### config.mk
export PLATFORM = sky130hd
export DESIGN_NAME = sargantana_icache_refill_ctrl
export DESIGN_NICKNAME = d
export VERILOG_FILES = /design/src/rtl/sargantana_icache_pkg.sv /design/src/rtl/sargantana_icache_victim_sel.sv /design/src/rtl/sargantana_icache_refill_ctrl.sv
export SDC_FILE = /design/constraint.sdc
export NUM_CORES = 1
export LEC_CHECK = 0
export ABC_AREA = 0
export BUFFER_PORTS_ARGS = -buffer_cell sky130_fd_sc_hd__buf_2
export CAP_MARGIN = 20
export CORE_AREA = 4 4 469 471
export CTS_CLUSTER_DIAMETER = 120
export DETAILED_ROUTE_END_ITERATION = 8
export DIE_AREA = 0 0 473 475
export SKIP_CTS_REPAIR_TIMING = 1
export SLEW_MARGIN = 10
export SYNTH_ARGS = -nofsm -noshare
export SYNTH_HDL_FRONTEND = slang
export SYNTH_SLANG_ARGS = --single-unit
### constraint.sdc
create_clock -name clk_i -period 1.5 [get_ports clk_i]
set_input_delay 0 -clock clk_i [delete_from_list [all_inputs] [get_ports clk_i]]
set_output_delay 0 -clock clk_i [all_outputs]
set_load 0.05 [all_outputs]
### src/rtl/sargantana_icache_pkg.sv
// Shared types and sizes for the Sargantana instruction cache refill path.
package sargantana_icache_pkg;

  localparam int PHY_ADDR_SIZE       = 40;
  localparam int ICACHE_N_WAY        = 4;
  localparam int ICACHE_IDX_WIDTH    = 6;
  localparam int ICACHE_OFFSET_WIDTH = 6;
  localparam int ICACHE_TAG_WIDTH    = PHY_ADDR_SIZE - ICACHE_IDX_WIDTH - ICACHE_OFFSET_WIDTH;
  localparam int SET_WIDHT           = 512;
  localparam int ICACHE_WAY_WIDTH    = $clog2(ICACHE_N_WAY);

  // Invalidation sideband carried on the IFILL response.
  typedef struct packed {
    logic                     valid;
    logic [PHY_ADDR_SIZE-1:0] paddr;
  } ifill_inv_t;

  // Line fill request toward the L2.
  typedef struct packed {
    logic                        valid;
    logic [ICACHE_WAY_WIDTH-1:0] way;
    logic [PHY_ADDR_SIZE-1:0]    paddr;
  } ifill_req_o_t;

  // Line fill response from the L2: ack closes the request, valid carries data.
  typedef struct packed {
    logic [SET_WIDHT-1:0] data;
    logic                 ack;
    logic                 valid;
    ifill_inv_t           inv;
  } ifill_resp_i_t;

  typedef enum logic [1:0] {
    IDLE  = 2'd0,
    REQ   = 2'd1,
    WAIT  = 2'd2,
    WRITE = 2'd3
  } refill_state_t;

  // Binary way number to one-hot way select.
  function automatic logic [ICACHE_N_WAY-1:0] way_onehot(input logic [ICACHE_WAY_WIDTH-1:0] way);
    way_onehot = ICACHE_N_WAY'(1) << way;
  endfunction

endpackage

### src/rtl/sargantana_icache_victim_sel.sv
// Victim way choice: first invalid way, else a round-robin pointer that
// advances only on misses that actually used it.
module sargantana_icache_victim_sel
  import sargantana_icache_pkg::*;
(
  input  logic                        clk,
  input  logic                        rst,
  input  logic [ICACHE_N_WAY-1:0]     way_valid,
  input  logic                        take,
  output logic [ICACHE_WAY_WIDTH-1:0] victim_bin,
  output logic [ICACHE_N_WAY-1:0]     victim_oh
);

  logic [ICACHE_WAY_WIDTH-1:0] rr_q;
  logic [ICACHE_WAY_WIDTH-1:0] first_free;
  logic                        all_valid;

  // Lowest-index invalid way wins; a full set falls back to the pointer.
  always_comb begin
    all_valid  = &way_valid;
    first_free = '0;
    for (int i = ICACHE_N_WAY - 1; i >= 0; i--) begin
      if (!way_valid[i]) first_free = ICACHE_WAY_WIDTH'(i);
    end
    victim_bin = all_valid ? rr_q : first_free;
    victim_oh  = way_onehot(victim_bin);
  end

  // Round-robin pointer, modulo the way count.
  always_ff @(posedge clk) begin
    if (rst) begin
      rr_q <= '0;
    end else if (take && all_valid) begin
      rr_q <= (rr_q == ICACHE_WAY_WIDTH'(ICACHE_N_WAY - 1)) ? '0 : rr_q + 1'b1;
    end
  end

endmodule

### src/rtl/sargantana_icache_refill_ctrl.sv
// Icache miss-refill sequencer: one outstanding line fill, victim choice,
// array write-back and invalidation forwarding.
//
// Handshakes: a miss transfers on a cycle where miss_valid_i and miss_ready_o
// are both high. The IFILL request holds valid, way and paddr stable from the
// cycle after acceptance until the cycle ifill_resp_i.ack is seen, and is never
// withdrawn early. Response data is taken on the first cycle with
// ifill_resp_i.valid at or after the ack cycle.
module sargantana_icache_refill_ctrl
  import sargantana_icache_pkg::*;
(
  input  logic                        clk_i,
  input  logic                        rst_i,
  input  logic                        miss_valid_i,
  input  logic [PHY_ADDR_SIZE-1:0]    miss_paddr_i,
  output logic                        miss_ready_o,
  input  logic [ICACHE_N_WAY-1:0]     way_valid_i,
  input  logic                        kill_i,
  output ifill_req_o_t                ifill_req_o,
  input  ifill_resp_i_t               ifill_resp_i,
  output logic                        wr_en_o,
  output logic [ICACHE_N_WAY-1:0]     wr_way_o,
  output logic [ICACHE_IDX_WIDTH-1:0] wr_idx_o,
  output logic [ICACHE_TAG_WIDTH-1:0] wr_tag_o,
  output logic [SET_WIDHT-1:0]        wr_data_o,
  output logic                        inv_en_o,
  output logic [ICACHE_IDX_WIDTH-1:0] inv_idx_o,
  output logic                        done_o,
  output logic                        busy_o,
  output refill_state_t               state_o
);

  localparam int OFF_W = ICACHE_OFFSET_WIDTH;
  localparam int IDX_W = ICACHE_IDX_WIDTH;

  refill_state_t               state_q, state_d;
  logic [PHY_ADDR_SIZE-1:0]    line_q;
  logic [ICACHE_WAY_WIDTH-1:0] way_q;
  logic [ICACHE_N_WAY-1:0]     way_oh_q;
  logic [SET_WIDHT-1:0]        data_q;
  logic                        stale_q, killed_q;
  logic                        inv_en_q;
  logic [IDX_W-1:0]            inv_idx_q;

  logic                        accept, in_flight, capture;
  logic [IDX_W-1:0]            inv_idx, line_idx;
  logic [ICACHE_WAY_WIDTH-1:0] victim_bin;
  logic [ICACHE_N_WAY-1:0]     victim_oh;
  logic                        unused_bits;

  // Offset bits and the invalidation tag never matter here.
  assign unused_bits = ^{miss_paddr_i[OFF_W-1:0],
                         ifill_resp_i.inv.paddr[PHY_ADDR_SIZE-1:OFF_W+IDX_W],
                         ifill_resp_i.inv.paddr[OFF_W-1:0]};

  assign accept    = (state_q == IDLE) && miss_valid_i;
  assign in_flight = (state_q == REQ) || (state_q == WAIT);
  assign capture   = ((state_q == REQ) && ifill_resp_i.ack && ifill_resp_i.valid) ||
                     ((state_q == WAIT) && ifill_resp_i.valid);
  assign inv_idx   = ifill_resp_i.inv.paddr[OFF_W+IDX_W-1:OFF_W];
  assign line_idx  = line_q[OFF_W+IDX_W-1:OFF_W];

  sargantana_icache_victim_sel u_victim_sel (
    .clk        (clk_i),
    .rst        (rst_i),
    .way_valid  (way_valid_i),
    .take       (accept),
    .victim_bin (victim_bin),
    .victim_oh  (victim_oh)
  );

  // FSM state register.
  always_ff @(posedge clk_i) begin
    if (rst_i) state_q <= IDLE;
    else       state_q <= state_d;
  end

  // FSM next state.
  always_comb begin
    state_d = state_q;
    unique case (state_q)
      IDLE:  if (miss_valid_i) state_d = REQ;
      REQ:   if (ifill_resp_i.ack) state_d = ifill_resp_i.valid ? WRITE : WAIT;
      WAIT:  if (ifill_resp_i.valid) state_d = WRITE;
      WRITE: state_d = IDLE;
      default: state_d = IDLE;
    endcase
  end

  // Refill context, kill/stale flags, captured line and registered invalidation.
  always_ff @(posedge clk_i) begin
    if (rst_i) begin
      line_q    <= '0;
      way_q     <= '0;
      way_oh_q  <= '0;
      data_q    <= '0;
      stale_q   <= 1'b0;
      killed_q  <= 1'b0;
      inv_en_q  <= 1'b0;
      inv_idx_q <= '0;
    end else begin
      inv_en_q <= ifill_resp_i.inv.valid;
      if (ifill_resp_i.inv.valid) inv_idx_q <= inv_idx;
      if (accept) begin
        line_q   <= {miss_paddr_i[PHY_ADDR_SIZE-1:OFF_W], {OFF_W{1'b0}}};
        way_q    <= victim_bin;
        way_oh_q <= victim_oh;
        stale_q  <= 1'b0;
        killed_q <= 1'b0;
      end
      if (in_flight && kill_i) killed_q <= 1'b1;
      // An invalidation seen during WRITE lands after the write, so only
      // in-flight refills are marked stale.
      if (in_flight && ifill_resp_i.inv.valid && (inv_idx == line_idx)) stale_q <= 1'b1;
      if (capture) data_q <= ifill_resp_i.data;
    end
  end

  // Outputs decoded from state and latched context.
  always_comb begin
    ifill_req_o       = '0;
    ifill_req_o.valid = (state_q == REQ);
    ifill_req_o.way   = way_q;
    ifill_req_o.paddr = line_q;
    miss_ready_o      = (state_q == IDLE);
    busy_o            = (state_q != IDLE);
    wr_en_o           = (state_q == WRITE) && !stale_q && !killed_q;
    done_o            = (state_q == WRITE) && !killed_q;
    wr_way_o          = way_oh_q;
    wr_idx_o          = line_idx;
    wr_tag_o          = line_q[PHY_ADDR_SIZE-1:OFF_W+IDX_W];
    wr_data_o         = data_q;
    inv_en_o          = inv_en_q;
    inv_idx_o         = inv_idx_q;
    state_o           = state_q;
  end

endmodule

==> metrics.txt <==
status=finished, violations left; failing checks=negative setup slack; crit-path max cell delay=0.38 ns; HP Start=ifill_resp_i[459]; post-route cell area=39880 sq um; FF-to-FF End=wr_data_o[307]$_SDFFE_PP0P_; Critical Path Start Type=flip-flop; crit-path cells=inv_4 > ha_4 > a21o_4 > and2_4 > buf_12 > buf_16 > clkbuf_16 > nand2_2 > a21oi_1; P&R area growth vs syn=102.0%; commonest cells after routing, fill and taps aside=buf_2 (1158), nand2_1 (995), dlygate4sd3_1 (570); Mean Syn Cell Area=7.874 sq um; Pwr Density=1743 nW/um^2; Initial DRT Pass Iterations=5; Final period util=123.9%; initial antenna violation count=104; routed vias=25350; Tmin final=1.859 ns; DRT Wirelength=191100 microns; critical path required time=2.05 ns; Final Hold Vio Count=0; max-slew violations=0; CP Capture Type=flip-flop; largest net degree at the start of global routing=89; Post-Place Cell Area=29560 sq um; Hold Path Depth=4; IO Port Bufs=1162; Hold WC Path Type=in -> reg; async set-reset flop share out of synthesis=0%; max_cap viols=0; r2r worst-path depth=9; Clock Path Buffers=3; RSZ-0062 raised after global routing=true; Worst Tran Pin Value=0.5732 ns; CTS H-tree depth=3; vias in the first global route=21020; Slowest-stage cell, CP=dfxtp_4; hold_ws=approximately 0.11 ns; DRC viols=0; Clk pin slew, worst setup/hold paths=0.06 ns; IO Pins=~1200; average via count per standard cell=3.512; # setup viols final=577; Main synth FF type=dfxtp_1; post-synth cell types=33; core area=216100 sq um; Netlist Area Pre-Place=approximately 20000 sq um; most common cell after layout, fill and taps aside=buf_2; Fmax=538.0 MHz; layout cells sized above 1=~38%; GRT overflow=0; worst hold endpoint=wr_data_o[416]$_SDFFE_PP0P_; register-to-register setup slack=-0.36 ns; setup ws final=-0.3586 ns; #FFs+latches synth=565; Place WS=-0.3409 ns; # rows=roughly 170; total power draw=approximately 70 mW; Detailed Route Iter0 Violations=1469; Die Wd=473 microns; footprint of the multi-input gates=~8300 sq um; crit-path max FO=8; Global Route Usage Sum=15.08%; clock sink count=565; CTS Buf Count=77; global placement routability congestion=0.8498; Max-slew headroom=62.05%; clk_lat worst skew=0.68 ns; Initial Util=9.138%; die area=224700 sq um; WL/cell=26.46 microns; fill count=approximately 24000; peak supply drop=0.001079 V; RR Startpoint=state_o[1]$_SDFFE_PP0P_; register area=11320 sq um; DP HPWL=roughly 160000 microns; die height=475 microns; Post-DRT Antenna Nets=0; final net count=between 4000 and 5000; register area share after synthesis=a little under three fifths; Root Driver=clkbuf_16; LEAKAGE=17.15 nW; Synth warnings=0; Cells after Synth=2508; first-pass GRT wire length=218800 microns; CTS tree=yes; Post-synth EDFFs=0; Setup CP Type=reg -> reg; Fin Clk Skew=around 0.025 ns; WP data arrival=around 2.4 ns
==> metal layers <==
| metal | vias to the layer above | part of all wire (%) | track usage (%) |
|---|---|---|---|
| li1 | 11600 | - | - |
| met1 | 11750 | 34 | 14.82 |
| met2 | 1523 | 43 | 23.41 |
| met3 | 471 | 18 | 13.01 |
| met4 | 6 | 4.2 | 4.616 |
| met5 | - | 0.023 | 0 |
==> how the worst max path moves through the flow <==
| stage | from | endpoint | slack [ns] | cells after the start |
|---|---|---|---|---|
| final | state_o[1]$_SDFFE_PP0P_ | wr_data_o[307]$_SDFFE_PP0P_ | -0.36 | 9 |
| after global routing | state_o[1]$_SDFFE_PP0P_ | wr_data_o[271]$_SDFFE_PP0P_ | -0.40 | 8 |
| after CTS | state_o[0]$_SDFFE_PP0P_ | busy_o | -0.60 | 7 |
| after detailed placement | state_o[0]$_SDFFE_PP0P_ | wr_data_o[238]$_SDFFE_PP0P_ | -0.34 | 8 |
| after global placement | state_o[0]$_SDFFE_PP0P_ | wr_data_o[207]$_SDFFE_PP0P_ | -0.32 | 8 |
| after floorplan | state_o[1]$_SDFFE_PP0P_ | line_q[10]$_SDFFE_PP0P_ | -0.24 | 7 |
==> cell families (layout without fill, tap and decap cells) <==
family | after synthesis | after routing | synth area share, %
simple gates | 1131 | 1131 | 21.77
buf+inv | 231 | 2044 | 5.569
mux | 8 | 8 | 0.4055
flops | 565 | 565 | 57.28
other cells | 1 | 46 | 0.01899
fa+ha+maj | 6 | 6 | 0.3801
compound gates | 560 | 560 | 14.31
xor+xnor | 6 | 6 | 0.2662
==> power breakdown <==
group / internal (mW) / switching (mW)
Sequential: 17.5 / 1.45
Clock: 11.4 / 7.95
Combinational: 8.72 / 22.5
==> state kept, by name, indices dropped and copies added (netlist names) <==
name and flops:
inv_en_o 1, u_victim_sel.rr_q 2, stale_q 1, line_q 34
wr_way_o 4, state_o 2, way_q 2, wr_data_o 512
inv_idx_o 6, killed_q 1
==> area by class of cell <==
class	instances	share of cell area [%]
Timing Repair Buffer	1896	35.09
Clock inverter	35	1.164
Inverter	7	0.08785
Clock buffer	106	5.384
Multi-Input combinational cell	1717	20.69
Antenna cell	40	0.2510
Sequential cell	565	28.38
Tap cell	2854	8.954
==> critical path: cells and delay by family, from the launching register on <==
family / cells / cell delay, ns
AND/OR/NAND/NOR: 2 / 0.28
flip-flops: 1 / 0.38
buffers and inverters: 4 / 0.56
adder cells (fa/ha/maj): 1 / 0.15
AO/OA/AOI/OAI: 2 / 0.28
==> cell usage after synthesis (3+ instances only) <==
cell	n	area share, %
clkbuf_1	102	1.9
nor2b_1	3	0.095
nor2_1	13	0.25
mux2i_1	8	0.41
nand2_1	1100	21
xnor2_1	3	0.13
inv_1	7	0.13
buf_2	66	1.7
a21oi_1	552	14
xor2_1	3	0.13
dfxtp_1	565	57
buf_4	40	1.5
buf_1	16	0.30
ha_1	6	0.38
==> through the flow <==
step                setup TNS [ns]  util [%]  cells
detailed placement         -132.67     13.68   6424
finish                     -139.33     18.46   7220
CTS                        -149.12     14.89   6565
global placement           -128.64     13.68   6424
global route               -176.16     18.45   7215
floorplan                  -111.89         -   2513
No activity file was read; power rests on OpenSTA's default activity.
